<file path="src/rtl/rv32i_prog_loader.sv">
// Byte-stream program loader for the rv32i core: parses a framed image
// (magic, word count, little-endian payload, XOR checksum) into instruction memory.
module rv32i_prog_loader #(
   parameter int IMEM_DEPTH = 256,
   parameter int ADDR_W     = 8
) (
   input  logic              clk,
   input  logic              rst_n,
   input  logic              in_valid,
   input  logic [7:0]        in_data,
   output logic              in_ready,
   input  logic              restart,
   output logic              imem_we,
   output logic [ADDR_W-1:0] imem_addr,
   output logic [31:0]       imem_wdata,
   output logic              core_rst_n,
   output logic              done,
   output logic              error
);

   typedef enum logic [2:0] {
      IDLE,
      LEN,
      DATA,
      CSUM,
      DONE,
      ERR
   } state_t;

   localparam logic [7:0] MAGIC = 8'hA5;

   state_t      state;
   logic [7:0]  word_cnt;
   logic [7:0]  word_idx;
   logic [1:0]  byte_cnt;
   logic [7:0]  csum;
   logic [23:0] asm_lo;
   logic        xfer;

   assign xfer = in_valid & in_ready;

   // NOTE: all state and outputs use non-blocking assignments so every branch
   // below sees the pre-edge values of the registers it reads.
   always_ff @(posedge clk) begin
      if (!rst_n) begin
         state      <= IDLE;
         in_ready   <= 1'b1;
         imem_we    <= 1'b0;
         imem_addr  <= '0;
         imem_wdata <= '0;
         core_rst_n <= 1'b0;
         done       <= 1'b0;
         error      <= 1'b0;
         word_cnt   <= '0;
         word_idx   <= '0;
         byte_cnt   <= '0;
         csum       <= '0;
         asm_lo     <= '0;
      end else begin
         // NOTE: default-low here makes imem_we a strict one-cycle pulse; only
         // the lane-3 branch overrides it.
         imem_we <= 1'b0;
         case (state)
            IDLE: begin
               if (xfer && in_data == MAGIC) state <= LEN;
            end
            LEN: begin
               if (xfer) begin
                  if (in_data == 8'd0 || int'(in_data) > IMEM_DEPTH) begin
                     state    <= ERR;
                     in_ready <= 1'b0;
                     error    <= 1'b1;
                  end else begin
                     word_cnt <= in_data;
                     word_idx <= '0;
                     byte_cnt <= '0;
                     csum     <= '0;
                     state    <= DATA;
                  end
               end
            end
            DATA: begin
               if (xfer) begin
                  csum     <= csum ^ in_data;
                  byte_cnt <= byte_cnt + 2'd1;
                  case (byte_cnt)
                     2'd0: asm_lo[7:0]   <= in_data;
                     2'd1: asm_lo[15:8]  <= in_data;
                     2'd2: asm_lo[23:16] <= in_data;
                     default: begin
                        imem_we    <= 1'b1;
                        imem_addr  <= ADDR_W'(word_idx);
                        imem_wdata <= {in_data, asm_lo};
                        word_idx   <= word_idx + 8'd1;
                        if (word_idx == word_cnt - 8'd1) state <= CSUM;
                     end
                  endcase
               end
            end
            CSUM: begin
               if (xfer) begin
                  in_ready <= 1'b0;
                  if (in_data == csum) begin
                     state      <= DONE;
                     done       <= 1'b1;
                     core_rst_n <= 1'b1;
                  end else begin
                     state <= ERR;
                     error <= 1'b1;
                  end
               end
            end
            DONE, ERR: begin
               if (restart) begin
                  state      <= IDLE;
                  in_ready   <= 1'b1;
                  done       <= 1'b0;
                  error      <= 1'b0;
                  core_rst_n <= 1'b0;
               end
            end
            default: begin
               state      <= IDLE;
               in_ready   <= 1'b1;
               done       <= 1'b0;
               error      <= 1'b0;
               core_rst_n <= 1'b0;
            end
         endcase
      end
   end

endmodule

</file>
<file path="config.mk">
export PLATFORM = sky130hd
export DESIGN_NAME = rv32i_prog_loader
export DESIGN_NICKNAME = d
export VERILOG_FILES = /design/src/rtl/rv32i_prog_loader.sv
export SDC_FILE = /design/constraint.sdc
export NUM_CORES = 1
export LEC_CHECK = 0
export CAP_MARGIN = 20
export CORE_ASPECT_RATIO = 1.75
export CORE_MARGIN = 2
export CORE_UTILIZATION = 30
export CTS_BUF_LIST = sky130_fd_sc_hd__clkbuf_8 sky130_fd_sc_hd__clkbuf_16
export DETAILED_ROUTE_END_ITERATION = 6
export HOLD_SLACK_MARGIN = 0.02
export SLEW_MARGIN = 20
export SYNTH_ARGS = -nofsm -noshare
export SYNTH_HDL_FRONTEND = slang
export SYNTH_SLANG_ARGS = --single-unit
</file>
<file path="constraint.sdc">
create_clock -name clk -period 2.82 [get_ports clk]
set_input_delay 0.282 -clock clk [delete_from_list [all_inputs] [get_ports clk]]
set_output_delay 0.282 -clock clk [all_outputs]
set_load 0.05 [all_outputs]
</file>
* After elaboration in Yosys (flattened, before gate mapping)
Cells that the tools add are included.
Storage, ports and cells: bits in registers 97, input bits 12, output and inout bits 45, logic and storage cells 101
Operators by class: add/subtract/negate cells 3, equality and inequality tests 21, mux-type cells 36, bitwise operators 6, reductions and logical operators 21
Operators with widths (count):
- two-way mux 8 bit | 5
- case mux 8 bit (2 select lines) | 2
- two-way mux 3 bit | 8
- inequality test 2 bit (second input constant) | 11
- AND reduction 3 bit | 6
- equality test 8 bit | 2
- case mux 3 bit (5 select lines) | 1
- two-way mux 1 bit | 13
- AND reduction 5 bit | 2
- adder 8 x 1 -> 8 bit (second input constant) | 1
- equality test 8 bit (second input constant) | 1
- zero test 8 bit | 1
- case mux 1 bit (4 select lines) | 2
- AND reduction 4 bit | 2
- subtractor 8 x 1 -> 8 bit (second input constant) | 1
- bitwise XOR 8 bit | 1
- AND reduction 7 bit | 1
- equality test 3 x 2 -> 1 bit (second input constant) | 2
- equality test 3 bit (second input constant) | 2
- two-way mux 2 bit | 3
- AND reduction 6 bit | 1
- OR reduction 3 bit | 2
- NOT 1 bit | 4
- case mux 2 bit (2 select lines) | 1
- 11 further kinds | 12

* Longest topological paths before layout
Gate-level depths: netlist (run 1).
depth in word-level cells 6, gate-level depth with buffers 9, gate-level depth less buffers 8

* Worst setup path before layout (run 1)
No wires, ideal clock.
path type register to register, start point register in_ready, end point register word_idx[5], setup time 0.120 ns, data arrival time 1.949 ns, data required time 2.700 ns, slack 0.751 ns, stages on the path, launching flop included 8, clock period less this slack 2.069 ns, cell sequence dfxtp_1 > nand2_1 > o31ai_2 > o211ai_1 > buf_6 > nor4_1 > xnor2_1 > nor2_1
On the way: cells in the longest elaborated chain, start to end 3, elaborated cells on any way between the ends 4, those cells by class eq/ne (2); bitwise (1); reduce/logical (1)
Ends and longest elaborated chain:
- start: declaration | line 11 | output logic in_ready,
- start signal: assignment | line 47 | in_ready <= 1'b1;
- start signal: assignment | line 71 | in_ready <= 1'b0;
- start signal: assignment | line 102 | in_ready <= 1'b0;
- bitwise AND 1 bit * | line 40 | assign xfer = in_valid & in_ready;
- inequality test 2 bit (no line)
- AND reduction 5 bit (no line) *
- end signal: assignment | line 94 | word_idx <= word_idx + 8'd1;
- end: declaration | line 34 | logic [7:0] word_idx;
Every way passes the cells marked *; elsewhere a longest branch is shown, timed or not. A chain may end at the register's enable or synchronous reset.

* Worst setup path in the final report (run 1)
start point input in_data[6], end point register csum[0]
On the way: cells in the longest elaborated chain, start to end 3
Ends and longest elaborated chain:
- start: declaration | line 10 | input logic [7:0] in_data,
- zero test 8 bit | line 69 | if (in_data == 8'd0 || int'(in_data) > IMEM_DEPTH) begin
- inequality test 2 bit (no line)
- AND reduction 4 bit (no line)
- end signal: assignment | line 84 | csum <= csum ^ in_data;
- end: declaration | line 36 | logic [7:0] csum;
No other way between the ends.

==> metrics.md, run 1 <==
| Metric | Value |
|---|---|
| # setup viols final | 0 |
| Crit path from | in_data[6] |
| Root Buffer | clkbuf_16 |
| Number of remaining DRC errors | 0 |
| Grt total ovfl | 0 |
| Synth warn | 0 |
| Cell taking the most area after synthesis | dfxtp_1 |
| Most common cell in the netlist | nand2_1 |
| CP peak stage delay | 0.52 ns |
| Area of the mapped netlist | 4340 sq um |
| CTS Buffer Depth | 2 |
| Postcts setup bufs | 0 |
| Syn_nets | 538 |
| Post-synthesis cell type count | 41 |
| Status | completed |
| I/O pin total | 57 |
| Num CTS Buffers | 9 |
| H-tree levels | 3 |
| CTS tree | built |
| HPWL after DPL | 7630 um |
| Synth Instances | 520 |
| Dominant cells by area after synthesis | dfxtp_1, a21boi_0, nand2_1 |
| CTS clk-pin slew, worst paths | 0.06 ns |
| Iter 0 DRT Violations | 274 |
| Vias in the first global route | 3495 |
| Worst IR Drop VDD | 0.229 mV |
| Leakage power | 1.74 nW |
| Die H | 163 um |
| Initial core utilization | 30.4% |
| R2r endpoint | csum[0]$_SDFFE_PN0P_ |
| Die X | 94.9 um |
| CP endpoint kind | flop |
| Vias | 3585 |
| Setup TNS | 0 ns |
| Final min period | 2.41 ns |
| Fin. Hold Viols | 0 |
| Layout area overhead | 23.3% |
| Worst skew pair latency | 0.34 ns |
| Crit-path max FO | 10 |
| Setup CP Type | input port to flop |
| CP Depth | 8 |
| # diodes | 0 |
| CP max stage cell | a21oi_1 |
| Core Area | 14300 sq um |
| RSZ-0062 raised after global routing | false |
| CP Launch Type | input port |
| CP Buf/Inv Count | 2 |
| Hold Path Depth | 2 |
| Max Transition Viols Final | 0 |
| Gates resized, CTS repair | 0 |
| Actual slew at the worst max-slew pin | 0.721 ns |
| Vias per Instance | 4.83 |
| Most frequent cells after synthesis | nand2_1, dfxtp_1, a21boi_0 |
| Syn_area_per_cell | 8.35 sq um |
| Crit-path leading delay family | compound AO/OA/AOI/OAI gates |
| Layout cells sized above 1 | 6.39% |
| DP Area | 5060 sq um |
| Worst Hold Class | flop to flop |
| Routed WL per cell | 14.0 um |
| Final Cycle Share | 85.6% |
| Sequential area share after synthesis | 44.7% |
| Nets | 577 |
| Arrival time worst endpoint | 2.67 ns |
| I/O Buffers | 56 |
| Clk sink count | 97 |
| Cells on worst reg2reg path | 6 |
| Gr usage total | 14.3% |
| Hold_ws | 0.456 ns |
| Die area | 15500 sq um |
| # rows | 58 |
| Max Cap Viol | 0 |
| Cell area power density | 571 nW/um^2 |
| Final instance area | 5350 sq um |
| Asr flop ratio synth | 0% |
| Number of synthesized register bits | 97 |
| Final Wtd Congestion | 0.826 |
| CP endpoint | csum[0]$_SDFFE_PN0P_ |
| Top FF cell, synth | dfxtp_1 |
| Pin count of the biggest net entering global routing | 47 |
| Final wirelength | 10400 um |
| Hold_buf cts | 0 |
| Worst-case clock skew | 0.00950 ns |
| Antenna violations before repair | 0 |
| R2R setup slack | 0.77 ns |
| Post-synth top area share | 44.7% |
| Req. time, crit path | 3.07 ns |
| First-pass GRT wire length | 17600 um |
| Antenna-violating nets left | 0 |
| FMAX | 414 MHz |
| EDFF count, synth | 0 |
| Worst r2r src | state[0]$_SDFFE_PN0P_ |
| Critical-path cell list | clkdlybuf4s50_1 -> buf_4 -> nor4_1 -> a2111oi_0 -> a21oi_1 -> or2_2 -> o21ai_0 -> a21boi_0 |
| TritonRoute pass-1 iters | 4 |
| Slew margin rel. | 51.9% |
-- cell type report --
cell class                      count  area [sq um]
Tap cell                          180           225
Multi-Input combinational cell    370          2170
Clock inverter                      5          50.0
Clock buffer                       10           239
Fill cell                        1432          8940
Inverter                            8          30.0
Timing Repair Buffer               73           696
Sequential cell                    97          1940
-- how the worst min path moves through the flow --
stage	from	endpoint	slack (ns)
2_1_floorplan	asm_lo[0]$_SDFFE_PN0P_	imem_wdata[0]$_SDFFE_PN0P_	0.44
3_3_place_gp	asm_lo[17]$_SDFFE_PN0P_	imem_wdata[17]$_SDFFE_PN0P_	0.45
3_5_place_dp	imem_wdata[16]$_SDFFE_PN0P_	imem_wdata[16]$_SDFFE_PN0P_	0.46
4_1_cts	asm_lo[19]$_SDFFE_PN0P_	imem_wdata[19]$_SDFFE_PN0P_	0.47
5_1_grt	imem_wdata[6]$_SDFFE_PN0P_	imem_wdata[6]$_SDFFE_PN0P_	0.48
6_report	asm_lo[19]$_SDFFE_PN0P_	imem_wdata[19]$_SDFFE_PN0P_	0.46
-- power by group --
group          total [W]  internal, W  switching, W
Clock            0.00119     0.000699      0.000489
Combinational   0.000433     0.000193      0.000240
Sequential       0.00143      0.00140     0.0000393
Total            0.00305      0.00229      0.000768
-- routing by layer --
metal	global-route usage (%)	share of wire (%)	vias to the layer above
met5	0	0	-
met4	5.80	1.7	0
met3	1.94	2.4	12
met2	24.7	52	65
met1	17.5	43	1690
li1	-	-	1818
-- logic make-up (layout without fill, tap and decap cells) --
logic type / Yosys count / after routing / share of synthesized area (%)
flops: 97 / 97 / 44.7
simple gates: 219 / 219 / 22.9
fa+ha+maj: 6 / 6 / 1.73
xor+xnor: 26 / 26 / 5.25
buf+inv: 53 / 96 / 5.28
mux: 9 / 9 / 2.08
compound gates: 110 / 110 / 18.0
-- cell usage in the layout, fill, tap and decap left out, drive strengths merged, types with 10 or more instances in the layout --
cell type | synthesis | layout
clkbuf | 37 | 10
buf | 8 | 18
nand3 | 28 | 28
inv | 8 | 11
nor2 | 25 | 25
a21boi | 73 | 73
nor2b | 12 | 12
dfxtp | 97 | 97
o21ai | 14 | 14
nand2 | 117 | 117
xnor2 | 21 | 21
clkdlybuf4s50 | 0 | 55
-- worst register-to-register path, delay by kind of cell (launching register included) --
kind | cells | cell delay (ns)
AO/OA/AOI/OAI | 4 | 0.92
flip-flops | 1 | 0.47
AND/OR/NAND/NOR | 1 | 0.45
buffers and inverters | 1 | 0.09
-- flip-flops by register name, summed over array words and instances (netlist names) --
| name | flops |
|---|---|
| asm_lo | 24 |
| byte_cnt | 2 |
| csum | 8 |
| done | 1 |
| error | 1 |
| imem_addr | 8 |
| imem_wdata | 32 |
| imem_we | 1 |
| in_ready | 1 |
| state | 3 |
| word_cnt | 8 |
| word_idx | 8 |
-- metrics by stage --
step           setup WS (ns)  power (W)  util [%]  std cells
2_1_floorplan          0.751    0.00180         -        520
3_3_place_gp           0.127    0.00188      35.4        728
3_5_place_dp          0.0588    0.00190      35.4        728
4_1_cts                0.400    0.00310      37.4        743
5_1_grt                0.209    0.00319      37.4        743
6_report               0.406    0.00305      37.4        743
No activity file was read; power rests on OpenSTA's default activity.
==> inputs of run 2 (changes only) <==
--- a/config.mk
+++ b/config.mk
@@ -8,10 +8,11 @@
 export CAP_MARGIN = 20
 export CORE_ASPECT_RATIO = 1.75
 export CORE_MARGIN = 2
-export CORE_UTILIZATION = 30
+export CORE_UTILIZATION = 50
 export CTS_BUF_LIST = sky130_fd_sc_hd__clkbuf_8 sky130_fd_sc_hd__clkbuf_16
 export DETAILED_ROUTE_END_ITERATION = 6
 export HOLD_SLACK_MARGIN = 0.02
+export PLACE_DENSITY = 0.73
 export SLEW_MARGIN = 20
 export SYNTH_ARGS = -nofsm -noshare
 export SYNTH_HDL_FRONTEND = slang
==> metrics.md, run 2 (synthesized netlist as in run 1, its figures left out) <==
| Metric | Value |
|---|---|
| Status | completed |
| Hold_buf cts | 0 |
| Vias in the first global route | 3365 |
| Initial core utilization | 50.7% |
| Cells on worst reg2reg path | 8 |
| CTS tree | built |
| Worst-case clock skew | 0.00492 ns |
| Crit-path max FO | 8 |
| Final min period | 2.24 ns |
| Nets | 576 |
| Commonest non-fill, non-tap cells in the layout | nand2_1, dfxtp_1, a21boi_0 |
| Max reg flops | 32 |
| DP Cell Count | 664 |
| Antenna violations before repair | 0 |
| Layout area overhead | 21.5% |
| Grt total ovfl | 0 |
| Fin. Hold Viols | 0 |
| Hold Path Depth | 2 |
| CP peak stage delay | 0.55 ns |
| DP Area | 4970 sq um |
| Vias per Instance | 5.33 |
| Req. time, crit path | 3.05 ns |
| FMAX | 447 MHz |
| TritonRoute pass-1 iters | 4 |
| Worst Hold Class | flop to flop |
| Actual slew at the worst max-slew pin | 0.817 ns |
| Final wirelength | 9880 um |
| Cell area power density | 590 nW/um^2 |
| CTS Buffer Depth | 2 |
| Clk sink count | 97 |
| Die area | 9470 sq um |
| Setup TNS | 0 ns |
| DP Worst Slack | 0.217 ns |
| Die H | 127 um |
| Antenna-violating nets left | 0 |
| Root Buffer | clkbuf_16 |
| Beginning of the worst hold path | imem_wdata[15]$_SDFFE_PN0P_ |
| Final Cycle Share | 79.4% |
| Die X | 74.4 um |
| Crit-path leading delay family | simple AND/OR/NAND/NOR gates |
| Worst IR Drop VDD | 0.369 mV |
| RSZ-0062 raised after global routing | false |
| CP Launch Type | input port |
| Core Area | 8560 sq um |
| Leakage power | 1.73 nW |
| Worst r2r src | byte_cnt[0]$_SDFFE_PN0P_ |
| Arrival time worst endpoint | 2.47 ns |
| Layout cells sized above 1 | 6.75% |
| I/O Buffers | 56 |
| Hold endpoint | imem_wdata[15]$_SDFFE_PN0P_ |
| Final Instance Count excl. Fillers | 680 |
| R2r endpoint | state[0]$_SDFFE_PN0P_ |
| Num CTS Buffers | 9 |
| Setup CP Type | input port to flop |
| Max Transition Viols Final | 0 |
| Gr usage total | 22.2% |
| CP Buf/Inv Count | 1 |
| CP max stage cell | or4_4 |
| First-pass GRT wire length | 16300 um |
| Iter 0 DRT Violations | 232 |
| HPWL after DPL | 6950 um |
| Postcts setup bufs | 0 |
| Commonest non-fill, non-tap cell in the layout | nand2_1 |
| Gates resized, CTS repair | 0 |
| R2R setup slack | 0.68 ns |
| Fillcell total | 773 |
| Routed WL per cell | 14.5 um |
| Largest regs | imem_wdata: 32 flops, asm_lo: 24 flops |
| CP endpoint kind | flop |
| Final instance area | 5270 sq um |
| Largest reg by FF count | imem_wdata |
| # setup viols final | 0 |
| # rows | 45 |
| Number of remaining DRC errors | 0 |
| Worst skew pair latency | 0.35 ns |
| Max Cap Viol | 0 |
| Final Wtd Congestion | 0.866 |
| Critical-path cell list | clkdlybuf4s50_1 -> or4_4 -> o31ai_2 -> o211ai_1 -> nor4_1 -> xnor2_1 -> nor2_1 |
| Final WS setup | 0.581 ns |
| Slew margin rel. | 45.5% |
| Pin count of the biggest net entering global routing | 57 |
| CTS clk-pin slew, worst paths | 0.06 ns |
| I/O pin total | 57 |
| # diodes | 0 |
| H-tree levels | 3 |
| Vias | 3622 |
==> run 2: layout make-up <==
type	count	area (sq um)	area share, %
clock buffer	11	253	4.79
multi-input combinational	370	2170	41.2
sequential	97	1940	36.8
clock inverter	5	55.1	1.04
inverter	8	30.0	0.569
tap	117	146	2.78
timing repair buffer	72	676	12.8
==> run 2: how the worst max path moves through the flow <==
| stage | startpoint | to | cells after the start | slack (ns) |
|---|---|---|---|---|
| global route | in_data[4] | word_idx[7]$_SDFFE_PN0P_ | 9 | 0.44 |
| CTS | in_data[3] | word_idx[7]$_SDFFE_PN0P_ | 7 | 0.58 |
| global placement | in_data[3] | word_idx[7]$_SDFFE_PN0P_ | 7 | 0.35 |
| detailed placement | in_data[6] | word_idx[7]$_SDFFE_PN0P_ | 7 | 0.22 |
| floorplan | in_ready$_SDFFE_PN1P_ | word_idx[5]$_SDFFE_PN0P_ | 7 | 0.75 |
| finish | in_data[6] | word_idx[7]$_SDFFE_PN0P_ | 7 | 0.58 |
==> run 2: metrics by stage <==
| stage | total power [W] | util (%) | hold slack [ns] |
|---|---|---|---|
| after floorplan | 0.00180 | - | 0.441 |
| final | 0.00311 | 61.6 | 0.460 |
| after CTS | 0.00313 | 61.6 | 0.464 |
| after detailed placement | 0.00190 | 58.0 | 0.455 |
| after global routing | 0.00324 | 61.6 | 0.482 |
| after global placement | 0.00188 | 58.0 | 0.452 |
==> run 2: layer usage <==
layer	GRT usage (%)	share of wire [%]	vias to the layer above
li1	-	-	1814
met1	27.2	43	1699
met2	35.8	50	84
met3	5.36	3.7	25
met4	10.6	3.6	0
met5	0	0	-
==> run 2: where the power goes <==
part / internal, W / leakage, nW / switching [W]
combinational: 0.000197 / 0.799 / 0.000247
sequential: 0.00140 / 0.781 / 0.0000382
clock: 0.000732 / 0.153 / 0.000500
total: 0.00232 / 1.73 / 0.000785
==> run 2: tightest hold or removal path: stages (launching register included) <==
cell	delay [ns]
dfxtp_1	0.31
nand2_1	0.04
a21boi_0	0.06
==> inputs of run 3 (changes only) <==
==> constraint.sdc (replaced) <==
create_clock -name clk -period 2.21 [get_ports clk]
set_input_delay 0.221 -clock clk [delete_from_list [all_inputs] [get_ports clk]]
set_output_delay 0.221 -clock clk [all_outputs]
set_load 0.05 [all_outputs]
==> metrics.md, run 3 (synthesized netlist as in run 1, its figures left out) <==
| Metric | Value |
|---|---|
| First-pass GRT wire length | 16800 um |
| Crit-path max FO | 9 |
| Worst skew pair latency | 0.34 ns |
| Final instance area | 5400 sq um |
| Final Cycle Share | 93.1% |
| Vias in the first global route | 3438 |
| CP Launch Type | input port |
| Routed WL per cell | 14.6 um |
| Layout cells sized above 1 | 8.23% |
| Max Cap Viol | 0 |
| Die H | 127 um |
| Root Buffer | clkbuf_16 |
| Die area | 9470 sq um |
| Max reg flops | 32 |
| Critical-path cell list | clkdlybuf4s50_1 -> buf_4 -> nor4_1 -> a2111oi_0 -> a21oi_1 -> buf_4 -> nor4_1 -> xnor2_1 -> nor2_1 |
| # diodes | 0 |
| Gates resized, CTS repair | 0 |
| Antenna-violating nets left | 0 |
| Worst IR Drop VDD | 0.635 mV |
| Clk sink count | 97 |
| # setup viols final | 0 |
| PnR Total Power | 0.00408 W |
| Req. time, crit path | 2.44 ns |
| Num CTS Buffers | 9 |
| Fin. Hold Viols | 0 |
| Final Wtd Congestion | 0.828 |
| Final min period | 2.06 ns |
| Iter 0 DRT Violations | 262 |
| Vias | 3559 |
| I/O Buffers | 56 |
| # rows | 45 |
| Hold_buf cts | 0 |
| Antenna violations before repair | 0 |
| Pin count of the biggest net entering global routing | 44 |
| Actual slew at the worst max-slew pin | 0.590 ns |
| FMAX | 486 MHz |
| Die X | 74.4 um |
| Largest regs | imem_wdata: 32 flops, asm_lo: 24 flops |
| CP max stage cell | clkdlybuf4s50_1 |
| Cell area power density | 756 nW/um^2 |
| Worst-case clock skew | 0.00514 ns |
| Layout area overhead | 24.4% |
| Initial core utilization | 50.7% |
| Fillcell total | 789 |
| RSZ-0062 raised after global routing | false |
| Status | completed |
| CP endpoint kind | flop |
| Max Transition Viols Final | 0 |
| Setup CP Type | input port to flop |
| Arrival time worst endpoint | 2.29 ns |
| Slew margin rel. | 60.7% |
| Grt total ovfl | 0 |
| Largest reg by FF count | imem_wdata |
| CTS clk-pin slew, worst paths | 0.06 ns |
| Nets | 585 |
| Worst Hold Class | input port to flop |
| Postcts setup bufs | 0 |
| CP peak stage delay | 0.55 ns |
| TritonRoute pass-1 iters | 4 |
| HPWL after DPL | 7170 um |
| H-tree levels | 3 |
| Number of remaining DRC errors | 0 |
| Gr usage total | 23.0% |
| CTS tree | built |
| Final wirelength | 10100 um |
| I/O pin total | 57 |
| CTS Buffer Depth | 2 |
| Core Area | 8560 sq um |
| Commonest non-fill, non-tap cells in the layout | nand2_1, dfxtp_1, a21boi_0 |
| DP Area | 5080 sq um |
| Vias per Instance | 5.17 |
| Leakage power | 1.79 nW |
| Commonest non-fill, non-tap cell in the layout | nand2_1 |
==> run 3: report_power, final <==
| group | leakage, nW | internal, W | switching (W) |
|---|---|---|---|
| combinational | 0.855 | 0.000287 | 0.000315 |
| sequential | 0.781 | 0.00178 | 0.0000532 |
| clock | 0.152 | 0.000990 | 0.000656 |
==> run 3: routing by layer <==
metal | track usage (%) | part of all wire [%]
met1 | 28.5 | 42
met2 | 38.4 | 53
met3 | 3.39 | 2.6
met4 | 10.7 | 2.5
met5 | 0 | 0
==> run 3: final timing paths <==
path | start | endpoint | slack (ns) | depth (start not counted)
max | in_data[3] | word_idx[5]$_SDFFE_PN0P_ | 0.15 | 9
max reg2reg | state[1]$_SDFFE_PN0P_ | word_idx[5]$_SDFFE_PN0P_ | 0.27 | 7
min reg2reg | imem_wdata[1]$_SDFFE_PN0P_ | imem_wdata[1]$_SDFFE_PN0P_ | 0.46 | 2
min | rst_n | state[2]$_SDFFE_PN0P_ | 0.42 | 2
==> run 3: area by class of cell <==
class	count	area [sq um]	area share, %
sequential	97	1940	36.0
clock inverter	6	90.1	1.67
tap	117	146	2.71
inverter	8	30.0	0.556
multi-input combinational	370	2170	40.2
timing repair buffer	81	793	14.7
clock buffer	9	225	4.17
==> run 3: critical path, delay by kind of cell <==
family / cells / cell delay [ns]
xor+xnor: 1 / 0.16
simple gates: 3 / 0.45
compound gates: 2 / 0.52
buf+inv: 3 / 0.94
==> run 3: through the flow <==
step	hold slack (ns)	worst slack, ns	cells	utilization [%]	TNS, ns
CTS	0.417	0.171	688	63.1	0
global route	0.467	0.0686	688	63.1	0
detailed placement	0.456	-0.180	673	59.4	-1.60
global placement	0.448	-0.161	673	59.4	-0.890
floorplan	0.441	0.141	520	-	0
finish	0.420	0.152	688	63.1	0
